$ cat config.mk
export PLATFORM = sky130hd
export DESIGN_NAME = frame_buf_sched
export DESIGN_NICKNAME = d
export VERILOG_FILES = /design/src/rtl/frame_sched_pkg.sv /design/src/rtl/frame_buf_sched_sync.sv /design/src/rtl/frame_buf_sched.sv
export SDC_FILE = /design/constraint.sdc
export NUM_CORES = 1
export LEC_CHECK = 0
export BUFFER_PORTS_ARGS = -buffer_cell sky130_fd_sc_hd__buf_2
export CAP_MARGIN = 10
export CORE_MARGIN = 2
export CORE_UTILIZATION = 27
export CTS_CLUSTER_SIZE = 25
export DETAILED_ROUTE_END_ITERATION = 7
export GPL_ROUTABILITY_DRIVEN = 0
export SYNTH_ARGS = -nofsm -noshare
export SYNTH_HDL_FRONTEND = slang
export SYNTH_HIERARCHICAL = 1
export SYNTH_SLANG_ARGS = --single-unit
export TNS_END_PERCENT = 1
$ cat constraint.sdc
create_clock -name AXIS_CLK -period 1.8 [get_ports AXIS_CLK]
set_input_delay 0.09 -clock AXIS_CLK [delete_from_list [all_inputs] [get_ports AXIS_CLK]]
set_output_delay 0.09 -clock AXIS_CLK [all_outputs]
set_load 0.01 [all_outputs]
$ cat src/rtl/frame_sched_pkg.sv
// Shared types and defaults for the frame-buffer scheduler.
// Latency: n/a (types, constants and a pure address function only).
// Backpressure: n/a.
package frame_sched_pkg;

    typedef enum logic [1:0] {
        IDLE = 2'd0,
        ARM  = 2'd1,
        XFER = 2'd2,
        ERR  = 2'd3
    } state_e;

    localparam logic [63:0] DEF_BASE_ADDR   = 64'h4000_0000;
    localparam logic [63:0] DEF_BUF_STRIDE  = 64'h2000_0000;
    localparam logic [63:0] DEF_FRAME_BYTES = 64'd1310720;    // 1280 * 1024
    localparam int          DEF_TIMEOUT_CYC = 4000000;

    // DDR byte address of a slot: base + idx * stride.
    function automatic logic [63:0] slot_addr(input logic [63:0] base,
                                              input logic [63:0] stride,
                                              input logic [2:0]  idx);
        return base + stride * {61'd0, idx};
    endfunction

endpackage

$ cat src/rtl/frame_buf_sched_sync.sv
// 2-FF synchronizer plus rising-edge detect for an asynchronous level or pulse.
// Latency: pulse_o rises 3 clocks after async_i rises; one pulse per rising edge.
// Backpressure: none; a level held high yields exactly one pulse.
// Ports: clk_i/rst_ni clock and async active-low reset, async_i raw input,
//        pulse_o one-cycle registered pulse in the clk_i domain.
module pulse_sync_rise (
    input  logic clk_i,
    input  logic rst_ni,
    input  logic async_i,
    output logic pulse_o
);

    (* ASYNC_REG = "TRUE" *) logic meta_q;
    (* ASYNC_REG = "TRUE" *) logic sync_q;
    logic prev_q;
    logic pulse_q;

    always_ff @(posedge clk_i or negedge rst_ni) begin
        if (!rst_ni) begin
            meta_q  <= 1'b0;
            sync_q  <= 1'b0;
            prev_q  <= 1'b0;
            pulse_q <= 1'b0;
        end else begin
            meta_q  <= async_i;
            sync_q  <= meta_q;
            prev_q  <= sync_q;
            pulse_q <= sync_q & ~prev_q;
        end
    end

    assign pulse_o = pulse_q;

endmodule

$ cat src/rtl/frame_buf_sched.sv
// N-slot DDR frame-buffer scheduler for the S2MM mover: one command per accepted frame.
// Latency: start is combinational on the accepted frame_sof; done_vld 3 clocks after mover_finish rises.
// Backpressure: a frame whose target slot is still owned by software is dropped whole and counted.
// Ports: AXIS_CLK/AXIS_RSTN clock and async active-low reset; enable, frame_sof, frame_eof
//        stream framing; mover_finish async mover done; release_vld/release_idx software
//        slot return; frame_gate, start, ddr_address, data_size mover side; done_vld/done_idx,
//        full_mask, drop_cnt, err status.
// Optional: define FRAME_TIMEOUT_EN to enable the mover watchdog (TIMEOUT_CYC clocks in XFER).
module frame_buf_sched
    import frame_sched_pkg::*;
#(
    parameter int          NUM_BUF     = 4,
    parameter logic [63:0] BASE_ADDR   = DEF_BASE_ADDR,
    parameter logic [63:0] BUF_STRIDE  = DEF_BUF_STRIDE,
    parameter logic [63:0] FRAME_BYTES = DEF_FRAME_BYTES,
    parameter int          TIMEOUT_CYC = DEF_TIMEOUT_CYC
) (
    input  logic               AXIS_CLK,
    input  logic               AXIS_RSTN,
    input  logic               enable,
    input  logic               frame_sof,
    input  logic               frame_eof,
    input  logic               mover_finish,
    input  logic               release_vld,
    input  logic [2:0]         release_idx,
    output logic               frame_gate,
    output logic               start,
    output logic [63:0]        ddr_address,
    output logic [63:0]        data_size,
    output logic               done_vld,
    output logic [2:0]         done_idx,
    output logic [NUM_BUF-1:0] full_mask,
    output logic [15:0]        drop_cnt,
    output logic               err
);

    state_e             state_q, state_d;
    logic [2:0]         wr_ptr_q, wr_ptr_d;
    logic [NUM_BUF-1:0] full_q, full_d;
    logic               gate_q, gate_d;
    logic [15:0]        drop_q, drop_d;
    logic               err_q, err_d;
    logic [63:0]        addr_q;
    logic               fin_pos;
    logic               slot_full;
    logic               timeout_hit;

    pulse_sync_rise u_fin_sync (
        .clk_i   (AXIS_CLK),
        .rst_ni  (AXIS_RSTN),
        .async_i (mover_finish),
        .pulse_o (fin_pos)
    );

    always_comb begin
        slot_full = 1'b0;
        for (int i = 0; i < NUM_BUF; i++) begin
            if (wr_ptr_q == 3'(i)) slot_full = full_q[i];
        end
    end

`ifdef FRAME_TIMEOUT_EN
    logic [31:0] tmo_q, tmo_d;

    // Counts XFER cycles; restarts from zero every time XFER is entered.
    always_comb begin
        tmo_d       = (state_q == XFER) ? tmo_q + 32'd1 : 32'd0;
        timeout_hit = (state_q == XFER) && (tmo_q == 32'(TIMEOUT_CYC - 1)) && !fin_pos;
    end

    always_ff @(posedge AXIS_CLK or negedge AXIS_RSTN) begin
        if (!AXIS_RSTN) tmo_q <= 32'd0;
        else            tmo_q <= tmo_d;
    end
`else
    logic unused_timeout_cyc;
    assign unused_timeout_cyc = ^TIMEOUT_CYC;
    assign timeout_hit        = 1'b0;
`endif

    always_comb begin
        state_d  = state_q;
        wr_ptr_d = wr_ptr_q;
        full_d   = full_q;
        gate_d   = gate_q;
        drop_d   = drop_q;
        err_d    = err_q;
        start    = 1'b0;
        done_vld = 1'b0;

        // Release first so a completion on the same slot overrides it below.
        // Indices at or beyond NUM_BUF match no slot and are ignored.
        if (release_vld) begin
            for (int i = 0; i < NUM_BUF; i++) begin
                if (release_idx == 3'(i)) full_d[i] = 1'b0;
            end
        end

        // The gate follows the stream, not the mover: it closes after tlast
        // even when the mover already reported done earlier.
        if (frame_eof) gate_d = 1'b0;

        case (state_q)
            IDLE: begin
                if (enable) state_d = ARM;
            end
            ARM: begin
                if (!enable) begin
                    state_d = IDLE;
                end else if (frame_sof) begin
                    if (!slot_full) begin
                        start   = 1'b1;
                        gate_d  = ~frame_eof;
                        state_d = XFER;
                    end else if (drop_q != 16'hFFFF) begin
                        drop_d = drop_q + 16'd1;
                    end
                end
            end
            XFER: begin
                if (fin_pos) begin
                    done_vld = 1'b1;
                    for (int i = 0; i < NUM_BUF; i++) begin
                        if (wr_ptr_q == 3'(i)) full_d[i] = 1'b1;
                    end
                    wr_ptr_d = (wr_ptr_q == 3'(NUM_BUF - 1)) ? 3'd0 : wr_ptr_q + 3'd1;
                    state_d  = enable ? ARM : IDLE;
                end else if (timeout_hit) begin
                    err_d   = 1'b1;
                    gate_d  = 1'b0;
                    state_d = ERR;
                end
            end
            ERR: begin
                gate_d = 1'b0;
                if (!enable) state_d = IDLE;
            end
            default: state_d = IDLE;
        endcase
    end

    always_ff @(posedge AXIS_CLK or negedge AXIS_RSTN) begin
        if (!AXIS_RSTN) begin
            state_q  <= IDLE;
            wr_ptr_q <= 3'd0;
            full_q   <= '0;
            gate_q   <= 1'b0;
            drop_q   <= 16'd0;
            err_q    <= 1'b0;
            addr_q   <= BASE_ADDR;
        end else begin
            state_q  <= state_d;
            wr_ptr_q <= wr_ptr_d;
            full_q   <= full_d;
            gate_q   <= gate_d;
            drop_q   <= drop_d;
            err_q    <= err_d;
            // Tracks the next pointer so the address is stable before start.
            addr_q   <= slot_addr(BASE_ADDR, BUF_STRIDE, wr_ptr_d);
        end
    end

    // start covers the sof beat itself, gate_q covers the rest of the frame.
    assign frame_gate  = gate_q | start;
    assign ddr_address = addr_q;
    assign data_size   = FRAME_BYTES;
    assign done_idx    = wr_ptr_q;
    assign full_mask   = full_q;
    assign drop_cnt    = drop_q;
    assign err         = err_q;

endmodule

# Word level (Yosys, flattened, before mapping)
# Cells that the tools add are included.
word_totals:
  elab_cells: 74
  latch_bits: 0
  input_bits: 10
  register_bits: 63
  mem_bits_ro: 0
  out_inout_bits: 155
  mem_bits_rw: 0
  memories: 0
classes:
  order_cmp: 0
  n_reduce_logical: 5
  n_shift: 0
  bitwise: 4
  n_mux: 37
  addsub: 3
  n_div: 0
  n_mul: 0
  eq_ne: 15
ops:
  columns: ["operator", "n"]
  rows:
  - ["31-bit by 32-bit adder with 33-bit output, first input constant", 1]
  - ["1-bit two-way mux", 23]
  - ["16-bit by 1-bit adder with 16-bit output, second input constant", 1]
  - ["16-bit inequality test, second input constant", 1]
  - ["3-bit by 2-bit equality test with 1-bit output, second input constant", 4]
  - ["2-bit two-way mux", 6]
  - ["4-bit two-way mux", 3]
  - ["5-bit AND reduction", 2]
  - ["3-bit two-way mux", 3]
  - ["2-bit one-hot mux with 4 select lines", 1]
  - ["3-bit by 1-bit equality test with 1-bit output, second input constant", 2]
  - ["3-bit logical NOT", 2]
  - ["3-bit inequality test, second input constant", 2]
  - ["2-bit equality test, second input constant", 2]
  - ["2-bit inequality test, second input constant", 2]
  - ["3-bit by 1-bit adder with 3-bit output, second input constant", 1]
  - ["2-bit by 1-bit equality test with 1-bit output, second input constant", 1]
  - ["2-bit logical NOT", 1]
  - ["2-bit by 1-bit inequality test with 1-bit output, second input constant", 1]
  - ["1-bit inverter", 2]
  - ["1-bit one-hot mux with 2 select lines", 1]
  - ["1-bit bitwise AND", 1]
  - ["1-bit OR", 1]

# Longest topological paths before layout
depth:
  word_depth: 10
  mapped_depth: 8
  ltp_nobuf: 7

# By module
# Netlist, hierarchy kept.
modules_own_cells:
  columns: ["module", "seq_area_each_um2", "n_inst", "area_per_inst_um2", "cells_per_inst"]
  rows:
  - ["frame_buf_sched", 726.9, 1, 2424.8, 260]
  - ["pulse_sync_rise", 100.1, 1, 113.9, 5]

# Worst setup path before layout
# OpenSTA, ideal clock, no wires.
synth_path:
  kind: "reg-to-reg"
  start: "register wr_ptr_q[0], in the netlist done_idx[0]"
  end: "register drop_q[1], in the netlist drop_cnt[1]"
  stages_incl_launch_ff: 8
  arrival_ns: 1.766
  slack_ns: -0.091
  path_cell_list: "dfrtp_1 -> inv_1 -> ha_1 -> nor3b_1 -> nor3_2 -> nand3_2 -> nor2_1 -> mux2_2"
synth_via:
  elab_chain_len: 6
synth_rtl:
  columns: ["element", "line_no", "text"]
  rows:
  - ["from (decl)", "frame_buf_sched.sv:38", "logic [2:0] wr_ptr_q, wr_ptr_d;"]
  - ["from (signal assigned)", "frame_buf_sched.sv:153", "wr_ptr_q <= wr_ptr_d;"]
  - ["3-bit logical NOT", "frame_buf_sched.sv:58", "if (wr_ptr_q == 3'(i)) slot_full = full_q[i];"]
  - ["1-bit two-way mux (3 in a row)", "frame_buf_sched.sv:58", null]
  - ["1-bit two-way mux *", "frame_buf_sched.sv:58", null]
  - ["5-bit AND reduction (no source line) *", null, null]
  - ["to (signal assigned)", "frame_buf_sched.sv:156", "drop_q <= drop_d;"]
  - ["to (decl)", "frame_buf_sched.sv:41", "logic [15:0] drop_q, drop_d;"]
# Every way passes the cells marked *; elsewhere a longest branch is shown, timed or not.
# A chain may end at the register's enable or synchronous reset.

# Worst setup path after layout
layout_path:
  start: "register wr_ptr_q[1], in the netlist done_idx[1]"
  end: "register drop_q[1], in the netlist drop_cnt[1]"
# Same word-level chain as after synthesis.

==> flow_metrics.env <==
export IMPL_worstMarginPinSlew_ns=0.751
export IMPL_maxSlewHeadroom_pct=49.9
export IMPL_period_share_pct=102
export IMPL_cts_tree="yes"
export IMPL_grt_max_degree=34
export IMPL_finalHoldViolations=0
export IMPL_die_x_um=101
export IMPL_ys_flop_type="dfrtp_1"
export IMPL_die_area_mm2=0.0102
export IMPL_grt_pass1_wl_um=6530
export IMPL_clk_latency_ns=0.28
export IMPL_path_clk_slew_ns=0.07
export IMPL_placementRows=35
export IMPL_min_period_ns=1.84
export IMPL_setup_viol=3
export IMPL_reg2reg_to="drop_cnt[1]$_DFFE_PN0P_"
export IMPL_cts_max_level=2
export IMPL_drt_wl_total_um=4300
export IMPL_synth_edf_count=0
export IMPL_numCtsBuffers=5
export IMPL_die_h_um=101
export IMPL_ant_nets=0
export IMPL_crit_type="reg2reg"
export IMPL_endpoint_kind="register"
export IMPL_grt_pass1_vias=1384
export IMPL_initial_utilization_pct=27.6
export IMPL_synth_cell_types=44
export IMPL_antenna_found_initial=0
export IMPL_setup_ws_ns=-0.0411
export IMPL_yosys_warnings=6
export IMPL_grt_overflow_total=0
export IMPL_min_path_type="in2reg"
export IMPL_drc=0
export IMPL_worst_hold_slack_ns=0.0874
export IMPL_crit_fanout=8
export IMPL_final_nets=345
export IMPL_avgRoutedWirePerCell_um=9.74
export IMPL_routed_via_density=3.68
export IMPL_synth_cells=265
export IMPL_clock_skew_ns=0.00231
export IMPL_final_max_slew_violation_count=0
export IMPL_min_path_cells=3
export IMPL_rrSetupSlack_ns=-0.04
export IMPL_r2r_start="done_idx[1]$_DFF_PN0_"
export IMPL_grtUsageTotal_pct=8.14
export IMPL_max_freq_mhz=543
export IMPL_async_reset_ff_share_pct=100
export IMPL_min_to="full_mask[1]$_DFF_PN0_"
export IMPL_io_pins=165
export IMPL_ys_ff_latch=33
export IMPL_area_growth_pct=9.66
export IMPL_cap_violations=0
export IMPL_worst_path_buf_inv=1
export IMPL_avgSynthCellArea_um2=9.58
export IMPL_hp_start="release_idx[1]"
export IMPL_power_density_mw_per_mm2=919
export IMPL_clock_path_buffers=2
export IMPL_n_antenna_cell=0
export IMPL_violations="setup timing"
export IMPL_portBuffers=39
export IMPL_yosysSeqAreaShare_pct=32.6
export IMPL_layout_drive_gt1_share_pct=30.6
export IMPL_rsz0062_at_grt="yes"
export IMPL_drt_iter0_drc=30
export IMPL_crit_arrival_ns=2.01
export IMPL_dr_pass1_iters=3
export IMPL_power_leakage_nw=1.65
export IMPL_num_vias=1621
export IMPL_power_total_mw=2.56
export IMPL_cts_root_buf="clkbuf_8"
export IMPL_slowest_delay_ns=0.46
export IMPL_crit_path_top_delay_cell="dfrtp_2"
export IMPL_syn_cell_area_mm2=0.00254
export IMPL_critical_path_top_delay_family="simple AND/OR/NAND/NOR gates"
export IMPL_crit_chain="ha_4, nor2b_1, nor3_2, nand3_2, buf_6, nor2_4, mux2_4"
export IMPL_hpwl_um=3250
export IMPL_vdd_drop_max_v=0.000273
export IMPL_fillerInstances=953
export IMPL_cts_sinks=33
export IMPL_worstPathRequired_ns=1.96
export IMPL_core_area_mm2=0.00920
export IMPL_status="finished with violations"
export IMPL_start_kind="register"
export IMPL_r2r_cells=7
[power by group]
group	switching (mW)	leakage [nW]	internal (mW)
Clock	0.277	0.0439	0.267
Combinational	0.549	1.18	0.436
Sequential	0.152	0.425	0.879
Total	0.978	1.65	1.58
[registers in the layout, summed over array words and instances, names as in the netlist]
name and cells:
ddr_address 3, u_fin_sync/meta_q 1, state_q 2, done_idx 3
u_fin_sync/sync_q 1, gate_q 1, u_fin_sync/pulse_o 1, u_fin_sync/prev_q 1
drop_cnt 16, full_mask 4
[through the flow]
stage	setup TNS [ns]	std cells	setup WS [ns]	utilization, %	instance area (um^2)
global route	-1.09	441	-0.127	30.3	2780
floorplan	0	388	0.00719	-	3010
global placement	-0.239	424	-0.0631	27.0	2480
finish	-0.0993	441	-0.0411	30.3	2780
CTS	-0.252	441	-0.0520	29.7	2730
detailed placement	-0.899	424	-0.174	27.0	2480
[cell families after synthesis]
family | Yosys count | synth area share (%)
buffers and inverters | 134 | 38.7
AND/OR/NAND/NOR | 60 | 16.3
flip-flops | 33 | 32.6
AO/OA/AOI/OAI | 14 | 3.55
multiplexers | 1 | 0.444
adder cells (fa/ha/maj) | 6 | 2.96
other | 2 | 0.296
XOR/XNOR | 15 | 5.18
[worst max-delay path by stage]
stage	end	cells past startpoint	slack, ns	from
2_1_floorplan	drop_cnt[9]$_DFFE_PN0P_	6	0.007	done_idx[0]$_DFFE_PN0P_
3_3_place_gp	drop_cnt[1]$_DFFE_PN0P_	7	-0.06	done_idx[0]$_DFFE_PN0P_
3_5_place_dp	drop_cnt[1]$_DFFE_PN0P_	8	-0.17	done_idx[1]$_DFF_PN0_
4_1_cts	drop_cnt[1]$_DFFE_PN0P_	8	-0.05	done_idx[0]$_DFFE_PN0P_
5_1_grt	start	7	-0.13	done_idx[1]$_DFF_PN0_
6_report	drop_cnt[1]$_DFFE_PN0P_	7	-0.04	done_idx[1]$_DFF_PN0_
[worst min-delay path, delay by kind of cell]
kind                   cells  cell delay, ns
AND/OR/NAND/NOR            1            0.06
AO/OA/AOI/OAI              1            0.07
buffers and inverters      1            0.11
[repair_timing]
item / CTS / global route
pin swaps: 12 / 6
resized for setup: 18 / 11
hold buffers: 2 / 0
hold endpoints to repair: 33 / 0
setup buffers: 7 / 0
endpoints found under the setup margin: 17 / 19
cloned: 0 / 0
[cells in the final DEF (no fill, tap or decap), types with 3 or more instances in the layout]
cell	n
a21oi_1	3
buf_2	39
buf_4	18
buf_6	3
clkbuf_8	5
conb_1	125
dfrtp_1	30
ha_1	3
inv_1	4
nand2_1	11
nand3_1	7
nand4_1	3
nor2_1	5
nor3_2	7
nor4_4	3
xnor2_1	3
xor2_1	12
[synthesized netlist by cell type (all sizes together), types with 3 or more instances]
cell / number / area share (%)
nand2: 11 / 1.6
nor3: 7 / 1.6
o21ai: 4 / 0.79
nor4: 4 / 2.1
nand4: 4 / 1.2
nand3: 8 / 1.8
nand4b: 3 / 1.6
xor2: 12 / 4.1
xnor2: 3 / 1.0
buf: 127 / 38
nor2b: 3 / 1.0
inv: 6 / 0.89
nor2: 6 / 0.89
a21oi: 3 / 0.59
dfrtp: 32 / 32
ha: 6 / 3.0
[cell type report]
| type | instances | area [um^2] | share of cell area (%) |
|---|---|---|---|
| Multi-Input combinational cell | 221 | 1320 | 47.5 |
| Sequential cell | 33 | 830 | 29.8 |
| Clock inverter | 3 | 17.5 | 0.629 |
| Tap cell | 111 | 139 | 4.99 |
| Clock buffer | 5 | 68.8 | 2.47 |
| Inverter | 6 | 22.5 | 0.809 |
| Timing Repair Buffer | 62 | 384 | 13.8 |
[per-layer routing]
layer	share of wire (%)	GRT usage [%]	up-vias
li1	-	-	738
met1	38	9.38	790
met2	53	14.1	89
met3	6.9	1.87	4
met4	1.7	4.05	0
met5	0	0	-
Power figures use the tool's default switching activity.
